$ cat src/rtl/pipeline_pkg.sv
`default_nettype none
// +----------------------------------------------------------------------+
// | pipeline_pkg : shared types and constants for the MIPS pipeline      |
// | Revision     : 1.0                                                    |
// +----------------------------------------------------------------------+
package pipeline_pkg;

  localparam logic [31:0] NOP_INSTR = 32'h0000_0000;
  localparam int unsigned PC_STEP   = 4;

  typedef enum logic [1:0] {
    IDLE  = 2'd0,
    REQ   = 2'd1,
    HOLD  = 2'd2,
    DRAIN = 2'd3
  } fetchState_t;

endpackage
`default_nettype wire

$ cat src/rtl/fetch_unit_if_id_reg.sv
`default_nettype none
// +----------------------------------------------------------------------+
// | if_id_reg : stage register with load, bubble insert and async clear  |
// | Revision  : 1.0                                                       |
// +----------------------------------------------------------------------+
module if_id_reg
  import pipeline_pkg::*;
#(
  parameter int ADDR_W = 32,
  parameter int DATA_W = 32
) (
  input  logic              clock,
  input  logic              reset_n,
  input  logic              load,
  input  logic              bubble,
  input  logic [ADDR_W-1:0] pcIn,
  input  logic [DATA_W-1:0] instrIn,
  output logic [ADDR_W-1:0] pcOut,
  output logic [DATA_W-1:0] instrOut,
  output logic              validOut
);

  // Bubble leaves the PC untouched and always carries a NOP word.
  always_ff @(posedge clock or negedge reset_n) begin
    if (!reset_n) begin
      pcOut    <= '0;
      instrOut <= DATA_W'(NOP_INSTR);
      validOut <= 1'b0;
    end else if (bubble) begin
      instrOut <= DATA_W'(NOP_INSTR);
      validOut <= 1'b0;
    end else if (load) begin
      pcOut    <= pcIn;
      instrOut <= instrIn;
      validOut <= 1'b1;
    end
  end

endmodule
`default_nettype wire

$ cat src/rtl/fetch_unit.sv
`default_nettype none
// +----------------------------------------------------------------------+
// | fetch_unit : IF stage + IF/ID register, imem req/ready, hold buffer  |
// | Optional   : FETCH_PERF_EN adds stall_cycles / flush_count counters  |
// | Revision   : 1.0                                                      |
// +----------------------------------------------------------------------+
module fetch_unit
  import pipeline_pkg::*;
#(
  parameter int                ADDR_W   = 32,
  parameter logic [ADDR_W-1:0] PC_RESET = '0
) (
  input  logic              clock,
  input  logic              reset_n,
  input  logic              pc_write,
  input  logic              if_id_write,
  input  logic              flush,
  input  logic [ADDR_W-1:0] redirect_pc,
  output logic              imem_req,
  output logic [ADDR_W-1:0] imem_addr,
  input  logic              imem_ready,
  input  logic [31:0]       imem_rdata,
  output logic [ADDR_W-1:0] pc_id,
  output logic [31:0]       instr_id,
  output logic              valid_id
`ifdef FETCH_PERF_EN
  ,
  output logic [31:0]       stall_cycles,
  output logic [31:0]       flush_count
`endif
);

  localparam logic [ADDR_W-1:0] c_alignMask = ~ADDR_W'(3);
  localparam logic [ADDR_W-1:0] c_pcStep    = ADDR_W'(PC_STEP);

  fetchState_t       r_state, w_nextState;
  logic [ADDR_W-1:0] r_pc, w_nextPc, r_drainAddr, r_holdPc;
  logic [31:0]       r_holdInstr;
  logic [ADDR_W-1:0] w_redirect, w_idPc;
  logic [31:0]       w_idInstr;
  logic              w_idLoad, w_idBubble, w_holdLoad;

  assign w_redirect = redirect_pc & c_alignMask;

  always_comb begin
    w_nextState = r_state;
    w_nextPc    = r_pc;
    w_idLoad    = 1'b0;
    w_idBubble  = 1'b0;
    w_idPc      = r_pc;
    w_idInstr   = imem_rdata;
    w_holdLoad  = 1'b0;
    imem_req    = 1'b0;
    imem_addr   = r_pc;
    case (r_state)
      IDLE: begin
        w_nextState = REQ;
        if (flush) begin
          w_nextPc   = w_redirect;
          w_idBubble = 1'b1;
        end
      end
      REQ: begin
        imem_req = 1'b1;
        if (flush) begin
          w_idBubble  = 1'b1;
          w_nextPc    = w_redirect;
          w_nextState = imem_ready ? REQ : DRAIN;
        end else if (imem_ready) begin
          if (if_id_write) begin
            w_idLoad = 1'b1;
            if (pc_write) w_nextPc = r_pc + c_pcStep;
          end else begin
            w_holdLoad  = 1'b1;
            w_nextState = HOLD;
          end
        end else if (if_id_write) begin
          w_idBubble = 1'b1;
        end
      end
      HOLD: begin
        if (flush) begin
          w_idBubble  = 1'b1;
          w_nextPc    = w_redirect;
          w_nextState = REQ;
        end else if (if_id_write) begin
          w_idLoad    = 1'b1;
          w_idPc      = r_holdPc;
          w_idInstr   = r_holdInstr;
          w_nextState = REQ;
          if (pc_write) w_nextPc = r_pc + c_pcStep;
        end
      end
      DRAIN: begin
        // Keep the stale request alive until memory answers, then drop its data.
        imem_req  = 1'b1;
        imem_addr = r_drainAddr;
        if (flush) begin
          w_idBubble = 1'b1;
          w_nextPc   = w_redirect;
        end
        if (imem_ready) w_nextState = REQ;
      end
      default: w_nextState = IDLE;
    endcase
  end

  always_ff @(posedge clock or negedge reset_n) begin
    if (!reset_n) begin
      r_state     <= IDLE;
      r_pc        <= PC_RESET & c_alignMask;
      r_drainAddr <= '0;
      r_holdPc    <= '0;
      r_holdInstr <= NOP_INSTR;
    end else begin
      r_state <= w_nextState;
      r_pc    <= w_nextPc;
      if (r_state == REQ) r_drainAddr <= r_pc;
      if (w_holdLoad) begin
        r_holdPc    <= r_pc;
        r_holdInstr <= imem_rdata;
      end
    end
  end

  if_id_reg #(
    .ADDR_W(ADDR_W),
    .DATA_W(32)
  ) u_ifId (
    .clock   (clock),
    .reset_n (reset_n),
    .load    (w_idLoad),
    .bubble  (w_idBubble),
    .pcIn    (w_idPc),
    .instrIn (w_idInstr),
    .pcOut   (pc_id),
    .instrOut(instr_id),
    .validOut(valid_id)
  );

`ifdef FETCH_PERF_EN
  always_ff @(posedge clock or negedge reset_n) begin
    if (!reset_n) begin
      stall_cycles <= '0;
      flush_count  <= '0;
    end else begin
      if (!if_id_write && stall_cycles != 32'hFFFF_FFFF) stall_cycles <= stall_cycles + 32'd1;
      if (flush && flush_count != 32'hFFFF_FFFF) flush_count <= flush_count + 32'd1;
    end
  end
`endif

endmodule
`default_nettype wire

$ cat config.mk
export PLATFORM = sky130hd
export DESIGN_NAME = fetch_unit
export DESIGN_NICKNAME = d
export VERILOG_FILES = /design/src/rtl/pipeline_pkg.sv /design/src/rtl/fetch_unit_if_id_reg.sv /design/src/rtl/fetch_unit.sv
export SDC_FILE = /design/constraint.sdc
export NUM_CORES = 1
export LEC_CHECK = 0
export BUFFER_PORTS_ARGS = -buffer_cell sky130_fd_sc_hd__buf_2
export CAP_MARGIN = 20
export CORE_MARGIN = 3
export CORE_UTILIZATION = 51
export DETAILED_ROUTE_END_ITERATION = 12
export GPL_ROUTABILITY_DRIVEN = 1
export GPL_TIMING_DRIVEN = 0
export PLACE_DENSITY = 0.84
export SLEW_MARGIN = 10
export SYNTH_ARGS = -nofsm -noshare
export SYNTH_HDL_FRONTEND = slang
export SYNTH_SLANG_ARGS = --single-unit
$ cat constraint.sdc
create_clock -name clock -period 2.2 [get_ports clock]
set_clock_uncertainty 0.05 [all_clocks]
set_input_delay 0.22 -clock clock [delete_from_list [all_inputs] [get_ports clock]]
set_output_delay 0.22 -clock clock [all_outputs]
set_load 0.02 [all_outputs]
## Word level (Yosys, flattened, before mapping)

Cells that the tools add are included.
Widths: inputs -> output; s select.

- Output and inout bits: 98
- Input port bits: 70
- Bits in registers: 195

- Muxes and demuxes: 40
- Reduce and logical (&&, ||, !) cells: 8
- Bitwise operators: 1
- Eq/ne operators: 8
- Add/sub/neg operators: 1

Operator list:

| cell | count |
|---|---|
| $mux 32 | 15 |
| $pmux 32 s3 | 1 |
| $add 32x3->32 const B | 1 |
| $mux 1 | 14 |
| $mux 2 | 7 |
| $ne 3x3->1 const B | 3 |
| $pmux 2 s4 | 1 |
| $eq 2x2->1 const B | 2 |
| $pmux 1 s2 | 2 |
| $reduce_and 2->1 | 2 |
| $reduce_and 4->1 | 1 |
| $reduce_or 2->1 | 2 |
| $reduce_or 3->1 | 1 |
| $eq 2x1->1 const B | 1 |
| $logic_not 2->1 | 1 |
| $ne 2x1->1 const B | 1 |
| $ne 2x2->1 const B | 1 |
| $reduce_bool 2->1 | 1 |
| $not 1->1 | 1 |

## Depth between registers and ports, before layout

Gate-level depths: netlist (run 1).

- Depth after elaboration: 6
- Mapped depth: 9
- Depth with buffers taken out: 6

## Modules after synthesis

A second synthesis (run 1) with hierarchy kept.

- Cells, all modules: 766
- Area, all modules: 9370.2 µm²

Modules (own cells, without submodules):

| module | sequential area each (µm²) | area an instance (µm²) | cells an instance | instances |
|---|---|---|---|---|
| fetch_unit | 3103.0 | 6721.4 | 590 | 1 |
| if_id_reg | 1626.6 | 2648.8 | 176 | 1 |

## Least setup slack after synthesis (run 1)

OpenSTA, ideal clock, no wires.

- Kind: register to register
- Start: register r_state[0]
- End: register r_pc[15]
- Cell stages (with the launch flop): 8
- Setup time: 126 ps
- Setup slack: 138 ps
- Buffers on the path: 1
- Arrival: 1886 ps
- Path through: dfrtp_1 inv_1 ha_1 nor2b_1 a31oi_1 clkbuf_1 a22o_1 a311o_1

- Word-level cells in the longest chain between the ends: 4

RTL lines:

| item | RTL line | text |
|---|---|---|
| from (decl) | fetch_unit.sv:36 | `fetchState_t r_state, w_nextState;` |
| from (signal assigned) | fetch_unit.sv:116 | `r_state <= w_nextState;` |
| $eq 2x2->1 or $logic_not 2->1 (tied branches) | fetch_unit.sv:55 | `case (r_state)` |
| $reduce_or 2->1 (no line) | n/a |  |
| $ne 2x1->1 (no line) | n/a |  |
| $reduce_and 2->1 (no line) | n/a |  |
| to (signal assigned) | fetch_unit.sv:111 | `r_pc <= PC_RESET & c_alignMask;` |
| to (signal assigned) | fetch_unit.sv:117 | `r_pc <= w_nextPc;` |
| to (decl) | fetch_unit.sv:37 | `logic [ADDR_W-1:0] r_pc, w_nextPc, r_drainAddr, r_holdPc;` |

Parallel ways exist; a longest one is shown, timed or not.
A chain may end at the register's enable or synchronous reset.

## Worst setup path after layout (run 1)

- Start: register r_state[1]
- End: output imem_req

- Word-level cells in the longest chain between the ends: 3

RTL lines:

| item | RTL line | text |
|---|---|---|
| $eq 2x1->1 or $eq 2x2->1 (tied branches) | fetch_unit.sv:55 |  |
| $reduce_or 2->1 (no line) (*) | n/a |  |
| $mux 1 (*) | fetch_unit.sv:55 |  |
| to (decl) | fetch_unit.sv:19 | `output logic imem_req,` |

Every way passes the cells marked *; elsewhere a longest branch is shown, timed or not.

==> results of run 1 <==
sequential cells by signal, summed over array words and instances (netlist names):
register / count
r_holdInstr: 32
u_ifId.instrOut: 32
r_drainAddr: 30
r_holdPc: 30
r_pc: 30
u_ifId.pcOut: 30
r_state: 2
u_ifId.validOut: 1
per-layer routing:
| layer | up-vias | track usage | wire length, um |
|---|---|---|---|
| met5 | - | 0 | 0 |
| met4 | 0 | 0.0948 | 513 |
| met3 | 55 | 0.0502 | 2130 |
| met2 | 374 | 0.405 | 12000 |
| met1 | 3857 | 0.347 | 10600 |
| li1 | 3560 | - | - |
kinds of logic (layout without fill, tap and decap cells):
kind of cell	count (synthesis)	count (layout)	synth area share
AOI/OAI and AO/OA	148	148	0.113
adders and majority gates	5	5	0.00680
buffers and inverters	88	322	0.0404
DFF	187	187	0.509
muxes	153	153	0.183
other	1	6	0.000408
and+or+nand+nor	273	273	0.147
how the worst max path moves through the flow:
stage / slack [ns] / to / cells past startpoint
6_report: 0.06 / imem_req / 6
3_3_place_gp: -2.11 / r_drainAddr[6] / 1
5_1_grt: -0.008 / imem_req / 6
2_1_floorplan: 0.14 / r_pc[15] / 7
3_5_place_dp: -0.46 / u_ifId.pcOut[19] / 7
4_1_cts: -0.03 / imem_addr[8] / 4
area by class of cell:
cell class	instances	area share
tap	225	0.0243
clock buffer	17	0.0367
inverter	4	0.00129
clock inverter	15	0.0174
sequential	187	0.404
buffer	82	0.0410
timing repair buffer	204	0.108
multi-input combinational	583	0.367
antenna	2	0.000431
critical path: cells and delay by family (launching register included):
kind / cells / cell delay [ns]
buffers and inverters: 4 / 0.57
DFF: 1 / 0.43
and+or+nand+nor: 1 / 0.27
adders and majority gates: 1 / 0.17
metrics by stage:
stage                     worst slack [ns]   TNS, ns  total power, mW
after floorplan                      0.138         0             10.6
after global placement               -2.11   -426.21             12.5
after detailed placement            -0.464    -37.73             12.8
after CTS                          -0.0286    -0.172             16.2
after global routing              -0.00804  -0.00901             17.3
final                               0.0565         0             16.4
placed cells by master, fill, tap and decap left out, types with 30 or more instances in the layout:
cell           Yosys  routed
dfrtp_1          187     184
buf_2             21     170
mux2_2           105     105
nor2_1            85      82
nand2_1           54      54
nand3_1           52      52
a21oi_1           46      45
dlygate4sd3_1      0      35
a311oi_1          34      33
clkbuf_1          51      30
mux2i_1           30      30
where the power goes:
group	total, mW	internal (mW)	switching, mW
logic	7.35	3.15	4.21
clock network	3.18	1.65	1.52
registers	5.85	4.93	0.921
repair_timing:
item / 4_1_cts / 5_1_grt
hold buffers: 35 / 0
cloned: 0 / 1
setup endpoints to repair: 180 / 177
hold endpoints to repair: 125 / 0
resized for setup: 47 / 50
pin swaps: 2 / 5
buffers inserted: 2 / 5
==> flow_summary_export.csv, run 1 <==
group,metric,value,unit
clock_tree,numCtsBuffers,17,
critical_path,worstRegToRegCells,5,
grt,grt_first_pass_wirelength,40.0,mm
timing,maxSlewHeadroom,0.552,
flow_run,max_cap_violations,0,
critical_path,slowest_delay,0.43,ns
critical_path,path_class,"reg2out",
worst_hold_path,hold_path_class,"in2reg",
logic_synthesis,synth_area_per_cell,10.8,um2
floorplan,die_w,140,um
cells_and_area,multiInputGateArea,0.00426,mm2
grt,grt_max_degree,115,
place,dp_hpwl,16.8,mm
cells_and_area,synthToLayoutAreaGrowth,26.2,%
timing,maxClockFrequency,0.467,GHz
clock_tree,ctsHtreeMaxLevel,4,
logic_synthesis,yosysMostFrequentCell,"dfrtp_1",
place,gp_congestion,0.902,
clock_tree,cts_tree,"built",
clock_tree,clk_path_buf_depth,2,
drt,drt_iter0_drc,726,
logic_synthesis,synth_top_flop_cell,"dfrtp_1",
critical_path,rrSetupSlack,0.10,ns
floorplan,dieHeight,140,um
grt,antenna_found_initial,0,
status,status,"complete, no violations",
drt,drt_first_pass_iters,6,
critical_path,worstPathMaxFanout,10,
cells_and_area,fin_util,0.664,
worst_hold_path,min_to,"r_pc[23]",
logic_synthesis,yosysSeqAreaShare,0.509,
floorplan,core,0.0175,mm2
place,numPortBuffers,160,
logic_synthesis,yosys.area.top_type,"dfrtp_1",
logic_synthesis,synth_edf_count,0,
floorplan,rows,48,
timing,hold_viol,0,
cells_and_area,finish.instance_area,0.0116,mm2
worst_hold_path,min_from,"redirect_pc[23]",
drt,drcViolationCount,0,
grt,first_global_vias,7623,
timing,period_minus_slack,2.14,ns
drt,vias,7846,
logic_synthesis,yosys-top-cells-count,"dfrtp_1, mux2_2, nor2_1",
logic_synthesis,ys_top_cells_by_area,"dfrtp_1, mux2_2, nor2_1",
critical_path,cp-start-kind,"flip-flop",
logic_synthesis,synth_top_area_share,0.509,
cells_and_area,layout.nets,1154,
cells_and_area,seq_area,0.00468,mm2
clock_tree,cts.clk_slew.worst_paths,0.07,ns
cells_and_area,n_fill_cell,1302,
pwr,leakage,5.25,nW
clock_tree,clkSinkCount,187,
timing,fin_hold_ws,0.0151,ns
clock_tree,root_buffer,"clkbuf_16",
drt,post_drt_wl_per_cell,19.2,um
logic_synthesis,synth_area,0.00919,mm2
clock_tree,insertion_delay,0.43,ns
logic_synthesis,synth_cells,855,
critical_path,cp.arrival,1.87,ns
worst_hold_path,hold_depth,3,
grt,grt_usage,0.254,
floorplan,dieArea,0.0197,mm2
critical_path,crit_slowest_cell,"dfrtp_2",
floorplan,ioPinCount,168,
logic_synthesis,async_reset_ff_frac,1.00,
logic_synthesis,synth_cell_type_count,59,
pwr,p_per_area,1410,mW/mm2
logic_synthesis,synth_warnings,0,
timing,worst_pin_slew,0.672,ns
critical_path,rr_endpoint,"r_pc[18]",
cells_and_area,drive_gt1_frac,0.352,
timing,drv_slew,0,
drt,vias_per_cell,5.95,
drt,postRouteAntennaNets,0,
critical_path,crit_chain,"inv_1 -> ha_1 -> buf_4 -> buf_6 -> or2_2 -> buf_2",
timing,setup_viol,0,
critical_path,crit_start,"r_state[1]",
grt,grt_overflow_total,0,
critical_path,r2r-start,"r_pc[7]",
drt,routed_wl,25.3,mm
cells_and_area,layoutNonFillerInstCount,1319,
place,dpl.cell_count,1244,
critical_path,required,1.93,ns
floorplan,initial_core_util,0.526,
pwr,vdd_drop_max,0.943,mV
place,placed_cell_area,0.0103,mm2
critical_path,cp-end-kind,"output pin",
timing,finalCritPeriodShare,0.974,
logic_synthesis,synth_seq_cells,187,
Power figures use the tool's default switching activity.
==> run 2, diff against run 1 <==
Settings changed: RECOVER_POWER set to 100.
==> flow_summary_export.csv, run 2 (synthesis gave the netlist of run 1 again) <==
group,metric,value,unit
drt,drt_iter0_drc,804,
cells_and_area,reg_top3,"r_holdInstr: 32 flops, u_ifId.instrOut: 32 flops",
critical_path,crit_buf_inv,4,
cells_and_area,fin_util,0.660,
place,dpl.cell_count,1244,
worst_hold_path,hold_path_class,"in2reg",
cells_and_area,layout.nets,1154,
critical_path,slowest_delay,0.43,ns
critical_path,rrSetupSlack,0.08,ns
timing,period_minus_slack,2.15,ns
clock_tree,ctsHtreeMaxLevel,4,
place,numPortBuffers,160,
critical_path,required,1.93,ns
timing,finalCritPeriodShare,0.975,
grt,grt_overflow_total,0,
pwr,leakage,5.03,nW
timing,hold_viol,0,
cells_and_area,layout_common_cells,"dfrtp_1, buf_2, mux2_2",
critical_path,cp-end-kind,"output pin",
place,gp_congestion,0.902,
clock_tree,insertion_delay,0.43,ns
clock_tree,clkSinkCount,187,
clock_tree,cts.clk_slew.worst_paths,0.08,ns
floorplan,ioPinCount,168,
critical_path,cp_top_family,"buffers and inverters",
grt,grt_max_degree,115,
drt,postRouteAntennaNets,0,
floorplan,dieHeight,140,um
status,status,"complete, no violations",
timing,maxSlewHeadroom,0.572,
clock_tree,clk_path_buf_depth,2,
cells_and_area,n_fill_cell,1341,
floorplan,initial_core_util,0.526,
clock_tree,cts_tree,"built",
timing,drv_slew,0,
timing,finalSetupTns,0,ns
floorplan,die_w,140,um
timing,fin_hold_ws,0.0101,ns
place,post-place-ws,-0.464,ns
drt,vias_per_cell,5.96,
drt,drcViolationCount,0,
cells_and_area,finish.instance_area,0.0115,mm2
floorplan,rows,48,
cells_and_area,layoutNonFillerInstCount,1319,
pwr,vdd_drop_max,0.948,mV
critical_path,path_class,"reg2out",
pwr,p_per_area,1410,mW/mm2
clock_tree,numCtsBuffers,17,
critical_path,worstPathMaxFanout,10,
critical_path,cp.arrival,1.88,ns
floorplan,core,0.0175,mm2
cells_and_area,drive_gt1_frac,0.294,
timing,maxClockFrequency,0.466,GHz
drt,drt_first_pass_iters,5,
pwr,power,16.3,mW
cells_and_area,synthToLayoutAreaGrowth,25.4,%
drt,vias,7857,
timing,post-route-worst-setup-slack,0.0540,ns
place,placed_cell_area,0.0103,mm2
flow_run,max_cap_violations,0,
grt,first_global_vias,7623,
timing,worst_pin_slew,0.642,ns
drt,routed_wl,25.3,mm
timing,setup_viol,0,
critical_path,cp-start-kind,"flip-flop",
grt,grt_usage,0.254,
place,dp_hpwl,16.8,mm
drt,post_drt_wl_per_cell,19.2,um
grt,antenna_found_initial,0,
cells_and_area,final_common_cell,"dfrtp_1",
critical_path,crit_slowest_cell,"dfrtp_2",
grt,grt_first_pass_wirelength,40.0,mm
floorplan,dieArea,0.0197,mm2
critical_path,crit_chain,"inv_1 -> ha_1 -> buf_4 -> buf_6 -> or2_2 -> buf_2",
clock_tree,root_buffer,"clkbuf_16",
## run 2: timing repair
action	in CTS	in global routing
hold endpoints to repair	125	0
setup buffers	2	5
hold buffers	35	0
endpoints found under the setup margin	180	177
pin swaps	2	5
cloned	0	1
resized for setup	47	50
## run 2: area by class of cell
cell class                      instances  area, um2  area share
Antenna cell                            2       5.00    0.000434
Buffer                                 82        475      0.0413
Clock buffer                           17        425      0.0369
Clock inverter                         15        201      0.0175
Inverter                                4       15.0     0.00130
Multi-Input combinational cell        583       4260       0.370
Sequential cell                       187       4680       0.406
Tap cell                              225        282      0.0244
Timing Repair Buffer                  204       1180       0.102
## run 2: per-layer routing
layer	GRT usage	wire, um
met1	0.347	10500
met2	0.405	11900
met3	0.0502	2290
met4	0.0948	520
met5	0	0
## run 2: final timing paths
path,startpoint,to,cells after the start
min in group asynchronous,reset_n,r_holdPc[30],2
max in group asynchronous,reset_n,r_pc[3],3
worst max-delay path,r_state[1],imem_req,6
worst min register to register,r_holdPc[23],r_holdPc[23],1
worst min-delay path,redirect_pc[23],r_pc[23],3
worst max register to register,r_pc[7],r_pc[18],5
## run 2: tightest hold or removal path, stage by stage
cell     delay, ns
buf_2         0.08
a22oi_1       0.08
nand3_1       0.08
## run 2: where the power goes
group | switching [mW] | internal (mW) | leakage, nW
registers | 0.932 | 4.93 | 2.25
clock network | 1.53 | 1.65 | 0.301
logic | 4.21 | 3.04 | 2.47
total | 6.67 | 9.62 | 5.03
